[config.mk]
export PLATFORM = sky130hd
export DESIGN_NAME = trng_core
export DESIGN_NICKNAME = d
export VERILOG_FILES = /design/src/rtl/trng_core.sv
export SDC_FILE = /design/constraint.sdc
export NUM_CORES = 1
export LEC_CHECK = 0
export BUFFER_PORTS_ARGS = -buffer_cell sky130_fd_sc_hd__clkbuf_2
export CORE_MARGIN = 2
export CORE_UTILIZATION = 42
export DETAILED_ROUTE_END_ITERATION = 12
export PLACE_DENSITY = 0.72
export RECOVER_POWER = 50
export SYNTH_ARGS = -nofsm -noshare
export SYNTH_HDL_FRONTEND = slang
export SYNTH_SLANG_ARGS = --single-unit
[constraint.sdc]
create_clock -name clk -period 3.03 [get_ports clk]
set_input_delay 0.1515 -clock clk [delete_from_list [all_inputs] [get_ports clk]]
set_output_delay 0.1515 -clock clk [all_outputs]
set_load 0.1 [all_outputs]
[src/rtl/trng_core.sv]
// trng_core: ring-oscillator true random number generator core.
//
// Every ro_in bit passes through a two-flop synchronizer. raw_bit is the XOR
// of the synchronized bits. raw_bit is sampled once every DIV cycles while
// collecting. Accepted bits are shifted into a word register at the LSB. A
// completed word is handed out over a valid/ready pair. A repetition-count
// health test runs on the raw samples. Its failure is sticky and only rst
// clears it.
//
// Optional feature: define TRNG_VON_NEUMANN_EN to pair up the raw samples and
// apply von Neumann debiasing. Pair (0,1) emits 0, pair (1,0) emits 1, and
// equal pairs are dropped.
//
// Ports:
//   clk          clock, all state on rising edge
//   rst          synchronous active-high reset
//   en           collection enable
//   ro_in        asynchronous ring-oscillator outputs [N_RO]
//   rnd_data     random word [WIDTH], meaningful while rnd_valid=1
//   rnd_valid    word available
//   rnd_ready    consumer accepts the word
//   health_fail  sticky repetition-count failure flag
module trng_core #(
    parameter int unsigned N_RO      = 4,
    parameter int unsigned WIDTH     = 8,
    parameter int unsigned DIV       = 4,
    parameter int unsigned RCT_LIMIT = 32
) (
    input  logic             clk,
    input  logic             rst,
    input  logic             en,
    input  logic [N_RO-1:0]  ro_in,
    output logic [WIDTH-1:0] rnd_data,
    output logic             rnd_valid,
    input  logic             rnd_ready,
    output logic             health_fail
);

    localparam int unsigned DIV_W = (DIV > 1) ? $clog2(DIV) : 1;
    localparam int unsigned CNT_W = $clog2(WIDTH + 1);

    localparam logic [DIV_W-1:0] DIV_LAST = DIV_W'(DIV - 1);
    localparam logic [CNT_W-1:0] CNT_LAST = CNT_W'(WIDTH - 1);
    localparam logic [CNT_W-1:0] CNT_FULL = CNT_W'(WIDTH);
    localparam logic [7:0]       RCT_MAX  = 8'(RCT_LIMIT);

    localparam logic [1:0] ST_IDLE    = 2'd0;
    localparam logic [1:0] ST_COLLECT = 2'd1;
    localparam logic [1:0] ST_FULL    = 2'd2;
    localparam logic [1:0] ST_FAIL    = 2'd3;

    logic [N_RO-1:0]  sync1_q, sync2_q;
    logic             raw_bit;

    logic [1:0]       state_q, state_d;
    logic [DIV_W-1:0] div_q, div_d;
    logic [CNT_W-1:0] bit_cnt_q, bit_cnt_d;
    logic [WIDTH-1:0] shreg_q, shreg_d;
    logic [7:0]       rct_q, rct_d;
    logic             rct_last_q, rct_last_d;
    logic [WIDTH-1:0] data_q, data_d;
    logic             valid_q, valid_d;
    logic             fail_q, fail_d;

    logic             strobe, consume, accept, acc_bit;
    logic             load, rct_trip;
    logic [7:0]       rct_next;
    logic [WIDTH-1:0] load_word;

`ifdef TRNG_VON_NEUMANN_EN
    logic             vn_have_q, vn_have_d;
    logic             vn_first_q, vn_first_d;
`endif

    // The synchronizers carry no reset. Their contents are only meaningful
    // once ro_in has been sampled for two cycles.
    always_ff @(posedge clk) begin
        sync1_q <= ro_in;
        sync2_q <= sync1_q;
    end

    assign raw_bit = ^sync2_q;

    always_comb begin
        state_d    = state_q;
        div_d      = div_q;
        bit_cnt_d  = bit_cnt_q;
        shreg_d    = shreg_q;
        rct_d      = rct_q;
        rct_last_d = rct_last_q;
        data_d     = data_q;
        valid_d    = valid_q;
        fail_d     = fail_q;
        load       = 1'b0;
        load_word  = shreg_q;

        consume = valid_q & rnd_ready;
        strobe  = (state_q == ST_COLLECT) && en && (div_q == DIV_LAST);

        // rct_q == 0 means no previous sample exists (fresh after reset).
        rct_next = (rct_q != 8'd0 && raw_bit == rct_last_q) ? rct_q + 8'd1 : 8'd1;
        rct_trip = strobe && (rct_next >= RCT_MAX);
        if (strobe) begin
            rct_d      = rct_next;
            rct_last_d = raw_bit;
        end

`ifdef TRNG_VON_NEUMANN_EN
        vn_have_d  = vn_have_q;
        vn_first_d = vn_first_q;
        accept     = 1'b0;
        acc_bit    = vn_first_q;
        if (strobe) begin
            if (!vn_have_q) begin
                vn_have_d  = 1'b1;
                vn_first_d = raw_bit;
            end else begin
                vn_have_d = 1'b0;
                accept    = (vn_first_q != raw_bit);
            end
        end
`else
        accept  = strobe;
        acc_bit = raw_bit;
`endif

        case (state_q)
            ST_IDLE: begin
                if (en) begin
                    state_d = ST_COLLECT;
                end
            end
            ST_COLLECT: begin
                if (!en) begin
                    state_d = ST_IDLE;
                end else if (rct_trip) begin
                    // Health failure wins over a word completing on the same strobe.
                    state_d = ST_FAIL;
                    fail_d  = 1'b1;
                end else begin
                    div_d = strobe ? '0 : div_q + 1'b1;
                    if (accept) begin
                        shreg_d = {shreg_q[WIDTH-2:0], acc_bit};
                        if (bit_cnt_q == CNT_LAST) begin
                            if (!valid_q || consume) begin
                                load      = 1'b1;
                                load_word = shreg_d;
                                bit_cnt_d = '0;
                            end else begin
                                // Finished word waits in shreg until the output frees up.
                                state_d   = ST_FULL;
                                bit_cnt_d = CNT_FULL;
                            end
                        end else begin
                            bit_cnt_d = bit_cnt_q + 1'b1;
                        end
                    end
                end
            end
            ST_FULL: begin
                if (!en) begin
                    state_d = ST_IDLE;
                end else if (consume) begin
                    load      = 1'b1;
                    load_word = shreg_q;
                    bit_cnt_d = '0;
                    state_d   = ST_COLLECT;
                end
            end
            ST_FAIL: begin
            end
            default: begin
            end
        endcase

        // Disabling drops any partial or pending word. The output register
        // is left alone.
        if (!en) begin
            div_d     = '0;
            bit_cnt_d = '0;
            shreg_d   = '0;
`ifdef TRNG_VON_NEUMANN_EN
            vn_have_d  = 1'b0;
            vn_first_d = 1'b0;
`endif
        end

        if (load) begin
            data_d  = load_word;
            valid_d = 1'b1;
        end else if (consume) begin
            valid_d = 1'b0;
        end
    end

    always_ff @(posedge clk) begin
        if (rst) begin
            state_q    <= ST_IDLE;
            div_q      <= '0;
            bit_cnt_q  <= '0;
            shreg_q    <= '0;
            rct_q      <= '0;
            rct_last_q <= 1'b0;
            data_q     <= '0;
            valid_q    <= 1'b0;
            fail_q     <= 1'b0;
        end else begin
            state_q    <= state_d;
            div_q      <= div_d;
            bit_cnt_q  <= bit_cnt_d;
            shreg_q    <= shreg_d;
            rct_q      <= rct_d;
            rct_last_q <= rct_last_d;
            data_q     <= data_d;
            valid_q    <= valid_d;
            fail_q     <= fail_d;
        end
    end

`ifdef TRNG_VON_NEUMANN_EN
    always_ff @(posedge clk) begin
        if (rst) begin
            vn_have_q  <= 1'b0;
            vn_first_q <= 1'b0;
        end else begin
            vn_have_q  <= vn_have_d;
            vn_first_q <= vn_first_d;
        end
    end
`endif

    assign rnd_data    = data_q;
    assign rnd_valid   = valid_q;
    assign health_fail = fail_q;

endmodule
# After elaboration in Yosys (flattened, before gate mapping)
# Index checks and enable logic that the tools add are counted.
# op_classes
eq_ne	13
muxes	33
n_addsub	3
magnitude_cmp	1
bitwise_logic	3
reduce_logical	18
# op_table
op	n
$mux 8	7
$mux 4	5
$mux 2	9
$mux 1	9
$add 8x1->8 const B	1
$ge 8x6->1 const B	1
$ne 2x2->1 const B	4
$ne 4x4->1 const B	2
$pmux 4 s2	1
$reduce_bool 8->1	1
$pmux 2 s3	1
$reduce_and 3->1	2
$reduce_and 6->1	1
$add 4x1->4 const B	1
$eq 2x2->1 const B	2
$eq 4x3->1 const B	1
$logic_and 1x1->1	4
$ne 4x3->1 const B	1
$reduce_and 4->1	1
$reduce_bool 2->1	2
$reduce_xor 4->1	1
$ne 3x3->1 const B	1
$reduce_bool 3->1	1
$add 2x1->2 const B	1
10 further kinds	11
# totals
reg_bits	43
out_inout_bits	10
wordCells	82

# Longest topological paths before layout
# depth
word_depth	10
ltp_mapped	9

# Least setup slack after synthesis
# No wires, ideal clock.
# synth_path
kind	register -> register
from	register valid_q (netlist: rnd_valid)
to	register data_q[5] (netlist: rnd_data[5])
path_buffers	1
setup_time_ps	80
arrival_ps	2148
stages_incl_launch_ff	8
required_time_ps	2950
setup_slack_ps	802
path_cell_list	dfxtp_1 > nand2_1 > o21ai_0 > nand4_1 > o22ai_4 > buf_6 > nor2_1 > a211oi_2
# synth_via
elab_chain_len	8
# synth_rtl
item	line	text
start: declaration	62	logic valid_q, valid_d;
start signal: assignment	215	valid_q <= valid_d;
$and 1x1->1 / $logic_not 1->1 (equally long branches)	97, 145	
$logic_or 1x1->1	145	if (!valid_q || consume) begin
$mux 1 / $mux 8 (equally long branches)	145	
$mux 1 / $mux 8 (equally long branches)	144	if (bit_cnt_q == CNT_LAST) begin
$mux 1 / $mux 8 (equally long branches)	142	if (accept) begin
$mux 1 / $mux 8 (equally long branches)	136	end else if (rct_trip) begin
$mux 1 / $mux 8 (equally long branches)	134	if (!en) begin
$pmux 1 s2 / $mux 8 (equally long branches)	-	
end signal: assignment	214	data_q <= data_d;
end: declaration	61	logic [WIDTH-1:0] data_q, data_d;
# Parallel ways exist; a longest one is shown, timed or not.
# A chain may end at the register's enable or synchronous reset.

# Final worst setup path
# layout_path
from	register sync2_q[3]
to	register bit_cnt_q[1]
# layout_via
elab_chain_len	8
# layout_rtl
item	line	text
start: declaration	52	logic [N_RO-1:0] sync1_q, sync2_q;
start signal: assignment	79	sync2_q <= sync1_q;
$reduce_xor 4->1	82	assign raw_bit = ^sync2_q;
$eq 1x1->1	101	rct_next = (rct_q != 8'd0 && raw_bit == rct_last_q) ? rct_q + 8'd1 : 8'd1;
$logic_and 1x1->1	101	
$mux 8	101	
$ge 8x6->1	102	rct_trip = strobe && (rct_next >= RCT_MAX);
$logic_and 1x1->1	102	
$ne 2x2->1 (no line)	-	
$reduce_and 4->1 (no line)	-	
end signal: assignment	210	bit_cnt_q <= bit_cnt_d;
end: declaration	57	logic [CNT_W-1:0] bit_cnt_q, bit_cnt_d;
# No other way between the ends.

==> run_results.csv <==
group,metric,value,unit
status,status,"complete, no violations",
placement,dpl_worst_slack,860,ps
clock_network,cts_root_buffer,"clkbuf_8",
power,power_density,449,nW/um2
detailed_routing,wirelength,3.94,mm
run,cap_violations,0,
detailed_routing,vias,1627,
synth,synthFlopType,"dfxtp_1",
detailed_routing,drc_errors,0,
finish,final_nets,260,
floorplan,dieHeight,74.6,um
floorplan,start_util,44.1,%
floorplan,coreArea,4750,um2
global_route,grt_util_met2,23.1,%
floorplan,core.rowCount,25,
clock_network,cts.sinks,43,
placement,dp.final_hpwl,2.81,mm
detailed_routing,drtAntennaViolNets,0,
detailed_routing,vias_per_cell,5.21,
global_route,antenna_found_initial,0,
finish,drive_gt1_share,13.1,%
synth,seq_area_frac_synth,41.1,%
timing,setup_tns,0,ps
worst_setup_path,worstSetupEndpointType,"flop",
synth,synth.distinct_cells,47,
finish,final_common_cell,"dfxtp_1",
global_route,grt_util_all_layers,15.3,%
global_route,grt-busiest-layer,"met2",
finish,layout_common_cells,"43 x dfxtp_1, 35 x nor2_1, 16 x nand2_1, 16 x mux2i_1, 12 x clkbuf_1",
finish,syn2layout_area_growth,12.0,%
detailed_routing,initialDrtViolationCount,85,
global_route,grt_max_degree,24,
placement,portBuffers,17,
synth,synth.top_cell.area_share,41.1,%
global_route,grtUsageMet3,4.42,%
power,p_leak,0.000925,uW
worst_setup_path,critPathLaunchType,"flop",
synth,ys.warnings.count,0,
synth,synth_edf_count,0,
detailed_routing,post_drt_wl_per_cell,12.6,um
synth,syn_avg_cell_area,9.48,um2
timing,finalHoldViolCount,0,
clock_network,clk_latency,290,ps
finish,final_area,2350,um2
floorplan,pin_count,18,
clock_network,clk_path_buf_depth,2,
hold_path,hold_class,"in -> reg",
clock_network,htree_levels,2,
global_route,grt_pass1_vias,1459,
clock_network,numCtsBuffers,5,
worst_setup_path,cp_data_required_time,3270,ps
synth,syn_nets,237,
timing,skew,6.58,ps
timing,maxSlewViolCount,0,
clock_network,tritoncts,"built",
power,ir_worst_vdd,0.261,mV
timing,layout_min_cycle_time,2190,ps
detailed_routing,drtPass1Iterations,4,
worst_setup_path,crit_fanout,5,
placement,gp_congestion,0.786,
finish,antenna_cells,0,
synth,synthArstFlopShare,0,%
clock_network,cts_resized,0,
timing,period_share,72.2,%
placement,placed_cell_area,2250,um2
synth,ys_top_cells_by_area,"dfxtp_1 41%, mux2i_1 7.6%, nor2_1 6.3%, ha_1 4.8%, a211oi_2 4.2%",
synth,syn_inst,221,
worst_setup_path,crit_type,"reg -> reg",
timing,final-setup-viol-count,0,
timing,max_slew_margin,22.2,%
synth,synth_seq_cells,43,
timing,worst_slew_pin_slew,1170,ps
global_route,gr-total-overflow,0,
global_route,met1_usage,21.4,%
timing,setup_ws,843,ps
synth,synth_area,2090,um2
global_route,grt_pass1_wl,6.60,mm
clock_network,path_clk_slew,80,ps
synth,yosysTopAreaCell,"dfxtp_1",
floorplan,die_width,74.6,um
timing,rsz0062_at_grt,"no",
timing,fmax,0.457,GHz
worst_setup_path,rrSetupSlack,840,ps
worst_setup_path,cp_data_arrival_time,2430,ps
floorplan,dieArea,5570,um2
[synth_stat cells (2+ instances only)]
cell / number
a211oi_1: 3
a211oi_2: 7
a21o_1: 2
a21oi_1: 11
a22o_2: 3
a311oi_1: 4
and3_1: 3
buf_2: 2
clkbuf_1: 5
dfxtp_1: 43
ha_1: 8
inv_1: 5
mux2i_1: 16
nand2_1: 16
nand2b_1: 4
nand3_1: 6
nand4_1: 2
nor2_1: 35
nor2b_1: 5
nor3_1: 4
o21ai_0: 9
or3_1: 3
[cells by family after synthesis]
family | Yosys count | synth area share, %
AND/OR/NAND/NOR | 82 | 18.3
AO/OA/AOI/OAI | 54 | 21.6
flip-flops | 43 | 41.1
multiplexers | 16 | 7.65
buffers and inverters | 13 | 2.81
adder cells (fa/ha/maj) | 8 | 4.78
XOR/XNOR | 5 | 3.82
[report_power, final]
part / internal [uW] / switching [uW] / total (uW)
sequential: 576 / 7.24 / 584
combinational: 49.3 / 66.8 / 116
clock: 161 / 192 / 353
[flip-flops by register name (all words and copies together), names as in the netlist]
signal	cells
sync1_q	4
bit_cnt_q	4
rnd_data	8
rnd_valid	1
shreg_q	8
div_q	2
health_fail	1
rct_last_q	1
sync2_q	4
rct_q	8
state_q	2
[worst paths after layout]
check                                     to  startpoint  cells after the start
worst max-delay path            bit_cnt_q[1]  sync2_q[3]                      6
worst max register to register  bit_cnt_q[1]  sync2_q[3]                      6
worst min register to register    sync2_q[2]  sync1_q[2]                      0
worst min-delay path               rnd_valid   rnd_ready                      4
[worst max-delay path: stages (launching register included)]
cell and delay [ps]:
dfxtp_1 310, xnor2_1 370, xnor3_1 530, a211oi_4 380
nand2_1 110, a21oi_2 250, a22o_2 190
[area by class of cell]
type	instances	area (um2)
multi-input combinational	165	1170
clock buffer	6	72.6
timing repair buffer	24	131
tap	67	83.8
clock inverter	2	12.5
fill	476	2410
inverter	5	18.8
sequential	43	861
[per-stage QoR]
| stage | std cells | total power, uW | hold WS, ps | utilization [%] |
|---|---|---|---|---|
| 4_1_cts | 312 | 1060 | 226 | 49.9 |
| 2_1_floorplan | 221 | 685 | 179 | - |
| 6_report | 312 | 1050 | 237 | 49.3 |
| 3_3_place_gp | 300 | 708 | 254 | 47.2 |
| 5_1_grt | 312 | 1100 | 261 | 49.3 |
| 3_5_place_dp | 300 | 711 | 256 | 47.2 |
[metal layers]
layer,vias up,share of wire [%]
li1,846,-
met4,0,0.89
met1,757,53
met2,19,43
met5,-,0
met3,5,3.2
[what timing repair did]
item	CTS	global route
hold buffers	4	0
hold endpoints to repair	4	0
setup endpoints to repair	0	0
setup buffers	0	0
No activity file was read; power rests on OpenSTA's default activity.
